**src/rtl/imm_gen_pkg.sv**
```systemverilog
// imm_gen_pkg
// Shared definitions for the pipelined immediate generator: RV32I/RV64I
// base opcodes, the 3-bit format code seen by the ALU/branch operand muxes,
// and the opcode-to-format decode function.
package imm_gen_pkg;

   // Base opcodes (inst[6:0]); the low two bits are always 2'b11 for 32-bit encodings.
   localparam logic [6:0] OP_IMM = 7'b0010011;
   localparam logic [6:0] LOAD   = 7'b0000011;
   localparam logic [6:0] JALR   = 7'b1100111;
   localparam logic [6:0] SYSTEM = 7'b1110011;
   localparam logic [6:0] STORE  = 7'b0100011;
   localparam logic [6:0] BRANCH = 7'b1100011;
   localparam logic [6:0] LUI    = 7'b0110111;
   localparam logic [6:0] AUIPC  = 7'b0010111;
   localparam logic [6:0] JAL    = 7'b1101111;
   localparam logic [6:0] OP     = 7'b0110011;
   localparam logic [6:0] FENCE  = 7'b0001111;

   typedef enum logic [2:0] {
      FMT_NONE = 3'd0,
      FMT_I    = 3'd1,
      FMT_S    = 3'd2,
      FMT_B    = 3'd3,
      FMT_U    = 3'd4,
      FMT_J    = 3'd5
   } fmt_e;

   typedef struct packed {
      fmt_e fmt;
      logic illegal;
   } dec_t;

   // OP and FENCE are legal but carry no immediate; everything unlisted
   // (including compressed encodings with inst[1:0] != 2'b11) is illegal.
   function automatic dec_t decode_opcode(input logic [6:0] opcode);
      dec_t d;
      d.fmt     = FMT_NONE;
      d.illegal = 1'b0;
      case (opcode)
         OP_IMM, LOAD, JALR, SYSTEM: d.fmt = FMT_I;
         STORE:                      d.fmt = FMT_S;
         BRANCH:                     d.fmt = FMT_B;
         LUI, AUIPC:                 d.fmt = FMT_U;
         JAL:                        d.fmt = FMT_J;
         OP, FENCE:                  d.fmt = FMT_NONE;
         default:                    d.illegal = 1'b1;
      endcase
      return d;
   endfunction

endpackage

```
**src/rtl/imm_pipe_stage.sv**
```systemverilog
// imm_pipe_stage
// One valid/ready register slice of width W.
// Ports:
//   clk, reset          rising-edge clock, synchronous active-high reset
//   in_valid_i/in_ready_o/data_i    upstream side
//   out_valid_o/out_ready_i/data_o  downstream side
// Handshake: a transfer happens on a side when valid && ready are both high
// at the rising edge. The slice loads whenever it is empty or its current
// contents leave in the same cycle, so a chain of slices sustains one
// transfer per cycle. data_o only changes on a real transfer, so it holds
// stable while out_valid_o=1 and out_ready_i=0.
module imm_pipe_stage #(
   parameter int W = 8
) (
   input  logic         clk,
   input  logic         reset,
   input  logic         in_valid_i,
   output logic         in_ready_o,
   input  logic [W-1:0] data_i,
   output logic         out_valid_o,
   input  logic         out_ready_i,
   output logic [W-1:0] data_o
);

   logic         valid_q, valid_d;
   logic [W-1:0] data_q, data_d;

   always_comb begin
      in_ready_o = !valid_q || out_ready_i;
      valid_d    = valid_q;
      data_d     = data_q;
      if (in_ready_o) begin
         valid_d = in_valid_i;
      end
      if (in_ready_o && in_valid_i) begin
         data_d = data_i;
      end
   end

   always_ff @(posedge clk) begin
      if (reset) begin
         valid_q <= 1'b0;
         data_q  <= '0;
      end else begin
         valid_q <= valid_d;
         data_q  <= data_d;
      end
   end

   assign out_valid_o = valid_q;
   assign data_o      = data_q;

endmodule

```
**src/rtl/imm_gen_pipe.sv**
```systemverilog
// imm_gen_pipe
// Pipelined RV32I/RV64I immediate generator (I, S, B, U, J formats) with
// illegal-opcode flagging and a saturating illegal-instruction counter.
// Ports:
//   clk, reset                        clock, synchronous active-high reset
//   in_valid_i/in_ready_o/instr_i     instruction input (valid/ready)
//   out_valid_o/out_ready_i           result output (valid/ready)
//   imm_o                             sign-extended immediate, XLEN bits
//   fmt_o                             format code (imm_gen_pkg::fmt_e)
//   illegal_o                         opcode not recognised
//   illegal_cnt_o                     illegal instructions delivered, saturating
// Latency is STAGES cycles. Opcode decode happens before stage 1; the
// immediate is assembled combinationally and captured by the last stage.
module imm_gen_pipe
   import imm_gen_pkg::*;
#(
   parameter int XLEN      = 32,
   parameter int STAGES    = 1,
   parameter int U_SHIFTED = 1,
   parameter int CNT_W     = 8
) (
   input  logic             clk,
   input  logic             reset,
   input  logic             in_valid_i,
   output logic             in_ready_o,
   input  logic [31:0]      instr_i,
   output logic             out_valid_o,
   input  logic             out_ready_i,
   output logic [XLEN-1:0]  imm_o,
   output logic [2:0]       fmt_o,
   output logic             illegal_o,
   output logic [CNT_W-1:0] illegal_cnt_o
);

   // Final-stage payload layout: {imm, fmt, illegal}
   localparam int OUT_W = XLEN + 4;
   // Stage-1 payload when STAGES=2: {instr[31:7], fmt, illegal}
   localparam int S1_W  = 25 + 4;

   dec_t             dec;
   logic [31:7]      asm_bits;
   fmt_e             asm_fmt;
   logic [XLEN-1:0]  asm_imm;
   logic [OUT_W-1:0] out_data;
   logic [CNT_W-1:0] cnt_q, cnt_d;

   assign dec = decode_opcode(instr_i[6:0]);

   // Immediate assembly. Each field sits under a replication of inst[31]
   // that also supplies the top immediate bit, so no replication count can
   // reach zero for XLEN=32.
   always_comb begin
      asm_imm = '0;
      case (asm_fmt)
         FMT_I: asm_imm = {{(XLEN-11){asm_bits[31]}}, asm_bits[30:20]};
         FMT_S: asm_imm = {{(XLEN-11){asm_bits[31]}}, asm_bits[30:25], asm_bits[11:7]};
         FMT_B: asm_imm = {{(XLEN-12){asm_bits[31]}}, asm_bits[7], asm_bits[30:25],
                           asm_bits[11:8], 1'b0};
         FMT_J: asm_imm = {{(XLEN-20){asm_bits[31]}}, asm_bits[19:12], asm_bits[20],
                           asm_bits[30:21], 1'b0};
         FMT_U: begin
            if (U_SHIFTED != 0) begin
               asm_imm = {{(XLEN-31){asm_bits[31]}}, asm_bits[30:12], 12'b0};
            end else begin
               asm_imm = {{(XLEN-19){asm_bits[31]}}, asm_bits[30:12]};
            end
         end
         default: asm_imm = '0;
      endcase
   end

   generate
      if (STAGES == 1) begin : g_one_stage
         assign asm_bits = instr_i[31:7];
         assign asm_fmt  = dec.fmt;

         imm_pipe_stage #(.W(OUT_W)) u_s1 (
            .clk         (clk),
            .reset       (reset),
            .in_valid_i  (in_valid_i),
            .in_ready_o  (in_ready_o),
            .data_i      ({asm_imm, asm_fmt, dec.illegal}),
            .out_valid_o (out_valid_o),
            .out_ready_i (out_ready_i),
            .data_o      (out_data)
         );
      end else begin : g_two_stage
         logic [S1_W-1:0] s1_data;
         logic            s1_valid;
         logic            s2_ready;

         // Stage 1 keeps only the immediate-bearing bits; the opcode is
         // already folded into fmt/illegal.
         imm_pipe_stage #(.W(S1_W)) u_s1 (
            .clk         (clk),
            .reset       (reset),
            .in_valid_i  (in_valid_i),
            .in_ready_o  (in_ready_o),
            .data_i      ({instr_i[31:7], dec.fmt, dec.illegal}),
            .out_valid_o (s1_valid),
            .out_ready_i (s2_ready),
            .data_o      (s1_data)
         );

         assign asm_bits = s1_data[S1_W-1:4];
         assign asm_fmt  = fmt_e'(s1_data[3:1]);

         imm_pipe_stage #(.W(OUT_W)) u_s2 (
            .clk         (clk),
            .reset       (reset),
            .in_valid_i  (s1_valid),
            .in_ready_o  (s2_ready),
            .data_i      ({asm_imm, asm_fmt, s1_data[0]}),
            .out_valid_o (out_valid_o),
            .out_ready_i (out_ready_i),
            .data_o      (out_data)
         );
      end
   endgenerate

   assign imm_o     = out_data[OUT_W-1:4];
   assign fmt_o     = out_data[3:1];
   assign illegal_o = out_data[0];

   // Counts delivered (handshaken) illegal results; sticks at all-ones.
   always_comb begin
      cnt_d = cnt_q;
      if (out_valid_o && out_ready_i && illegal_o && (cnt_q != {CNT_W{1'b1}})) begin
         cnt_d = cnt_q + CNT_W'(1);
      end
   end

   always_ff @(posedge clk) begin
      if (reset) begin
         cnt_q <= '0;
      end else begin
         cnt_q <= cnt_d;
      end
   end

   assign illegal_cnt_o = cnt_q;

endmodule
```
**config.mk**
```make
export PLATFORM = sky130hd
export DESIGN_NAME = imm_gen_pipe
export DESIGN_NICKNAME = d
export VERILOG_FILES = /design/src/rtl/imm_gen_pkg.sv /design/src/rtl/imm_pipe_stage.sv /design/src/rtl/imm_gen_pipe.sv
export SDC_FILE = /design/constraint.sdc
export NUM_CORES = 1
export LEC_CHECK = 0
export ABC_AREA = 1
export BUFFER_PORTS_ARGS = -buffer_cell sky130_fd_sc_hd__buf_2
export CORE_ASPECT_RATIO = 1.2
export CORE_MARGIN = 2
export CORE_UTILIZATION = 40
export CTS_CLUSTER_DIAMETER = 100
export DETAILED_ROUTE_END_ITERATION = 10
export HOLD_SLACK_MARGIN = 0.15
export SYNTH_ARGS = -nofsm -noshare
export SYNTH_HDL_FRONTEND = slang
export SYNTH_HIERARCHICAL = 1
export SYNTH_SLANG_ARGS = --single-unit
export TNS_END_PERCENT = 1
```
**constraint.sdc**
```tcl
create_clock -name clk -period 2 [get_ports clk]
set_input_delay 0.2 -clock clk [delete_from_list [all_inputs] [get_ports clk]]
set_output_delay 0.2 -clock clk [all_outputs]
set_load 0.01 [all_outputs]
```
==> summary by stage <==
Cells and area
Compared with the post-synthesis result, the final layout area differs by 13.9%. The end-of-flow core utilization is 46.9%. The antenna diode instance count is 0. The net total in the final layout is 638. The final-layout fill cell count is 879. The finished layout holds 694 standard cells, fillers aside.

The post-route netlist has 21.3% of its cells at a drive strength greater than 1.

Clock network
No sink is reached through more buffers than the 2 on the longest clock path. In this run, CTS created clock tree buffers numbering 5. The clock reaches the later pin of the worst-skew pair after 0.29 ns. The clock tree from TritonCTS is yes. The number of hold buffers added after CTS was 0. The total clock sinks is 45. Post-CTS repair changed the size of 0 cells.

The post-CTS setup buffer count is 0. In this run the number of H-tree levels came out at 2. After clock tree synthesis, the clock-pin slew on the worst setup and hold paths is 0.08 ns.

The clock tree root buffer cell is clkbuf_8.

Timing
The setup TNS after final layout is 0 ns. Setup repair after global routing left no endpoint under its margin. The remaining max-slew budget at the tightest pin is 34.9%. The final critical-path required period is ~1.6 ns. The fraction of the cycle the final worst path needs is 80.6%. For the final database, setup skew stands at approximately 0.0054 ns. The number of endpoints failing setup at the final stage is 0. The final count of hold timing violations is 0.

The number of pins with negative max-slew slack in the final report came to 0. The actual slew at the worst max-slew pin is 0.971 ns. Across all setup checks in the final design, the least slack found is between 0.3 and 0.4 ns. Derived from the worst setup path, the maximum achievable clock frequency is a little over 0.6 GHz.

Routing
After the first detailed-routing iteration, the DRC count stood at 160. In this run the remaining antenna-violating nets after routing total 0. The residual DRC count is 0. In the final routed layout, each cell accounts on average for 11.5 µm. The overall via count from detail_route is 3337. The detailed-route wire length is 7980 µm. Dividing the detail-routed via count by the number of cells gives around 4.8. The first detailed-routing pass ran for 4 iterations.

Synth
The count of flip-flops with a built-in enable after synthesis is 0. The area of the mapped netlist is 0.00317 mm². After synthesis, the largest area contributor takes up about 28% of total cell area. The portion of the post-synthesis area used by sequential elements is about 28%. Of all flip-flops after synthesis, the portion carrying an async set or reset was 0%.

The number of standard cells after synthesis is about 540. In this run, synthesis produced a sequential element count of 45. The number of different library cells used by synthesis comes to 24.

Among all flip-flop cells after synthesis, the most frequent one is dfxtp_1. Summed over all instances, the cell type with the most area after synthesis is dfxtp_1. Yosys attributes the largest share of cell area to dfxtp_1, nand2_1, nand3_1.

The Yosys step of the flow raised 6 warnings. The number of nets in the synthesized netlist is 574. The post-synthesis area per instance is 5.91 µm².

Critical path
Of all nets on the critical path, the largest fanout is 8. The critical path is of the register to register type. The peak per-stage delay on the critical path is roughly 0.42 ns. On the critical path the largest part of the delay comes from simple AND/OR/NAND/NOR gates. The critical path buffer and inverter count is 2. STA puts the critical path data required time at 2.20 ns.

By instance count, the cell type seen most on the critical path is nor2_1. STA classifies the critical path startpoint as a register. The kind of end point of the critical path is a register. For the worst setup path, the data arrival time is 1.81 ns. For this design, the slowest cell found on the critical path is dfxtp_1.

The setup slack of the most critical reg-to-reg path is 0.39 ns. Walking the worst path, the cells encountered are ha_1 > inv_1 > nor2_1 > nand2_1 > nand2_1 > inv_1 > nor2_1 > nor2_1.

Placed design
During placement, the flow inserted port buffers numbering a little over 80. The detailed-placement wirelength estimate is 5980 µm. The routability congestion estimate from global placement is between 0.9 and 1.

The worst slack at placement is 0.218 ns. Once placement completed, the tool counted placed cells totaling 686.

Floorplan
The floorplan step defined a die boundary enclosing 0.00867 mm². The standard-cell row count is 35. The core region is 0.00771 mm². The horizontal die dimension is approximately 85 µm. The initial utilization of the core area, before any placement, comes to 41.2%. Measured along the y axis, the die boundary spans 102 µm. The number of I/O pins is 82.

Power
The worst-case IR drop observed on VDD is 0.456 mV. The total power divided by cell area is 527 mW/mm². The analysis attributes to cell leakage a power of 0.00200 µW.

Run
Across the run, the number of max-cap violations was 0.

GRT
The overall track demand over capacity in global routing is between 10% and 20%. The first-pass GRT wire length is roughly 13000 µm. The via count of the first global-routing pass was just under 3000.

The remaining global-route overflow is 0. The maximum number of pins on one net before global-route repair is 46. The number of antenna violations at the first check in global routing came to 0.

Worst hold path
The worst hold path belongs to the class input pin to register.

Outcome
The flow ran to the end, and the final reports show no timing, DRC or antenna violations.
-- state kept, by name, indices dropped and copies added (netlist names) --
register and count:
g_one_stage.u_s1/data_o 36, g_one_stage.u_s1/out_valid_o 1, illegal_cnt_o 8
-- layer usage --
layer	track usage, %	vias to the layer above	routed length (µm)
li1	-	1790	-
met1	25.9	1451	3860
met2	29.6	88	3550
met3	2.69	8	411
met4	7.20	0	161
met5	0	-	0
-- worst reg2reg max path, stage by stage (launching register included) --
cell and delay, ns:
dfxtp_1 0.42, ha_1 0.24, inv_1 0.07, nor2_1 0.17
nand2_1 0.07, nand2_1 0.20, inv_1 0.17, nor2_1 0.12
nor2_1 0.05
-- cell type report --
cell class,count,area [µm²],share of cell area [%]
timing repair buffer,90,498,13.8
sequential,45,901,24.9
inverter,68,255,7.06
clock inverter,2,10.0,0.277
clock buffer,6,72.6,2.01
multi-input combinational,391,1760,48.8
tap,92,115,3.18
-- worst paths after layout --
check | from | end | cells after the start
worst min register to register | g_one_stage.u_s1/data_o[5]$_SDFFE_PP0P_ | g_one_stage.u_s1/data_o[5]$_SDFFE_PP0P_ | 2
worst max register to register | illegal_cnt_o[0]$_SDFFE_PP0P_ | illegal_cnt_o[0]$_SDFFE_PP0P_ | 8
worst max-delay path | illegal_cnt_o[0]$_SDFFE_PP0P_ | illegal_cnt_o[0]$_SDFFE_PP0P_ | 8
worst min-delay path | reset | illegal_cnt_o[4]$_SDFFE_PP0P_ | 2
-- per-stage QoR --
stage | hold slack (ns) | area (µm²) | power [µW]
3_5_place_dp | 0.468 | 3530 | 1390
3_3_place_gp | 0.457 | 3530 | 1380
5_1_grt | 0.157 | 3620 | 2030
2_1_floorplan | 0.269 | 3170 | 1250
6_report | 0.167 | 3620 | 1910
4_1_cts | 0.156 | 3620 | 1930
-- cells in the final DEF (no fill, tap or decap), types with 3 or more instances in the layout --
cell and n:
nand2_1 131, nor2_1 91, nand3_1 84, buf_2 81, inv_1 63, dfxtp_1 45, a21oi_1 42, nand2_2 19
o21ai_0 9, buf_4 7, clkbuf_8 5, inv_2 4, xor2_1 3
-- cells in the mapped netlist (3+ instances only) --
cell type and number:
o21ai_0 9, inv_2 4, a21oi_1 42, dfxtp_1 45, buf_6 9, inv_1 63
xor2_1 3, nor2_1 91, nand3_1 84, buf_2 20, nand2_1 132, nand2_2 18
-- power breakdown --
part	internal [µW]	leakage (µW)	switching [µW]
clock network	242	0.0000450	299
registers	945	0.000370	28.1
logic	150	0.00158	241
-- kinds of logic after synthesis --
family,share of synthesized area (%)
adder cells (fa/ha/maj),0.394
XOR/XNOR,1.10
buffers and inverters,16.1
AND/OR/NAND/NOR,46.0
AO/OA/AOI/OAI,8.04
flip-flops,28.4
No activity file was read; power rests on OpenSTA's default activity.
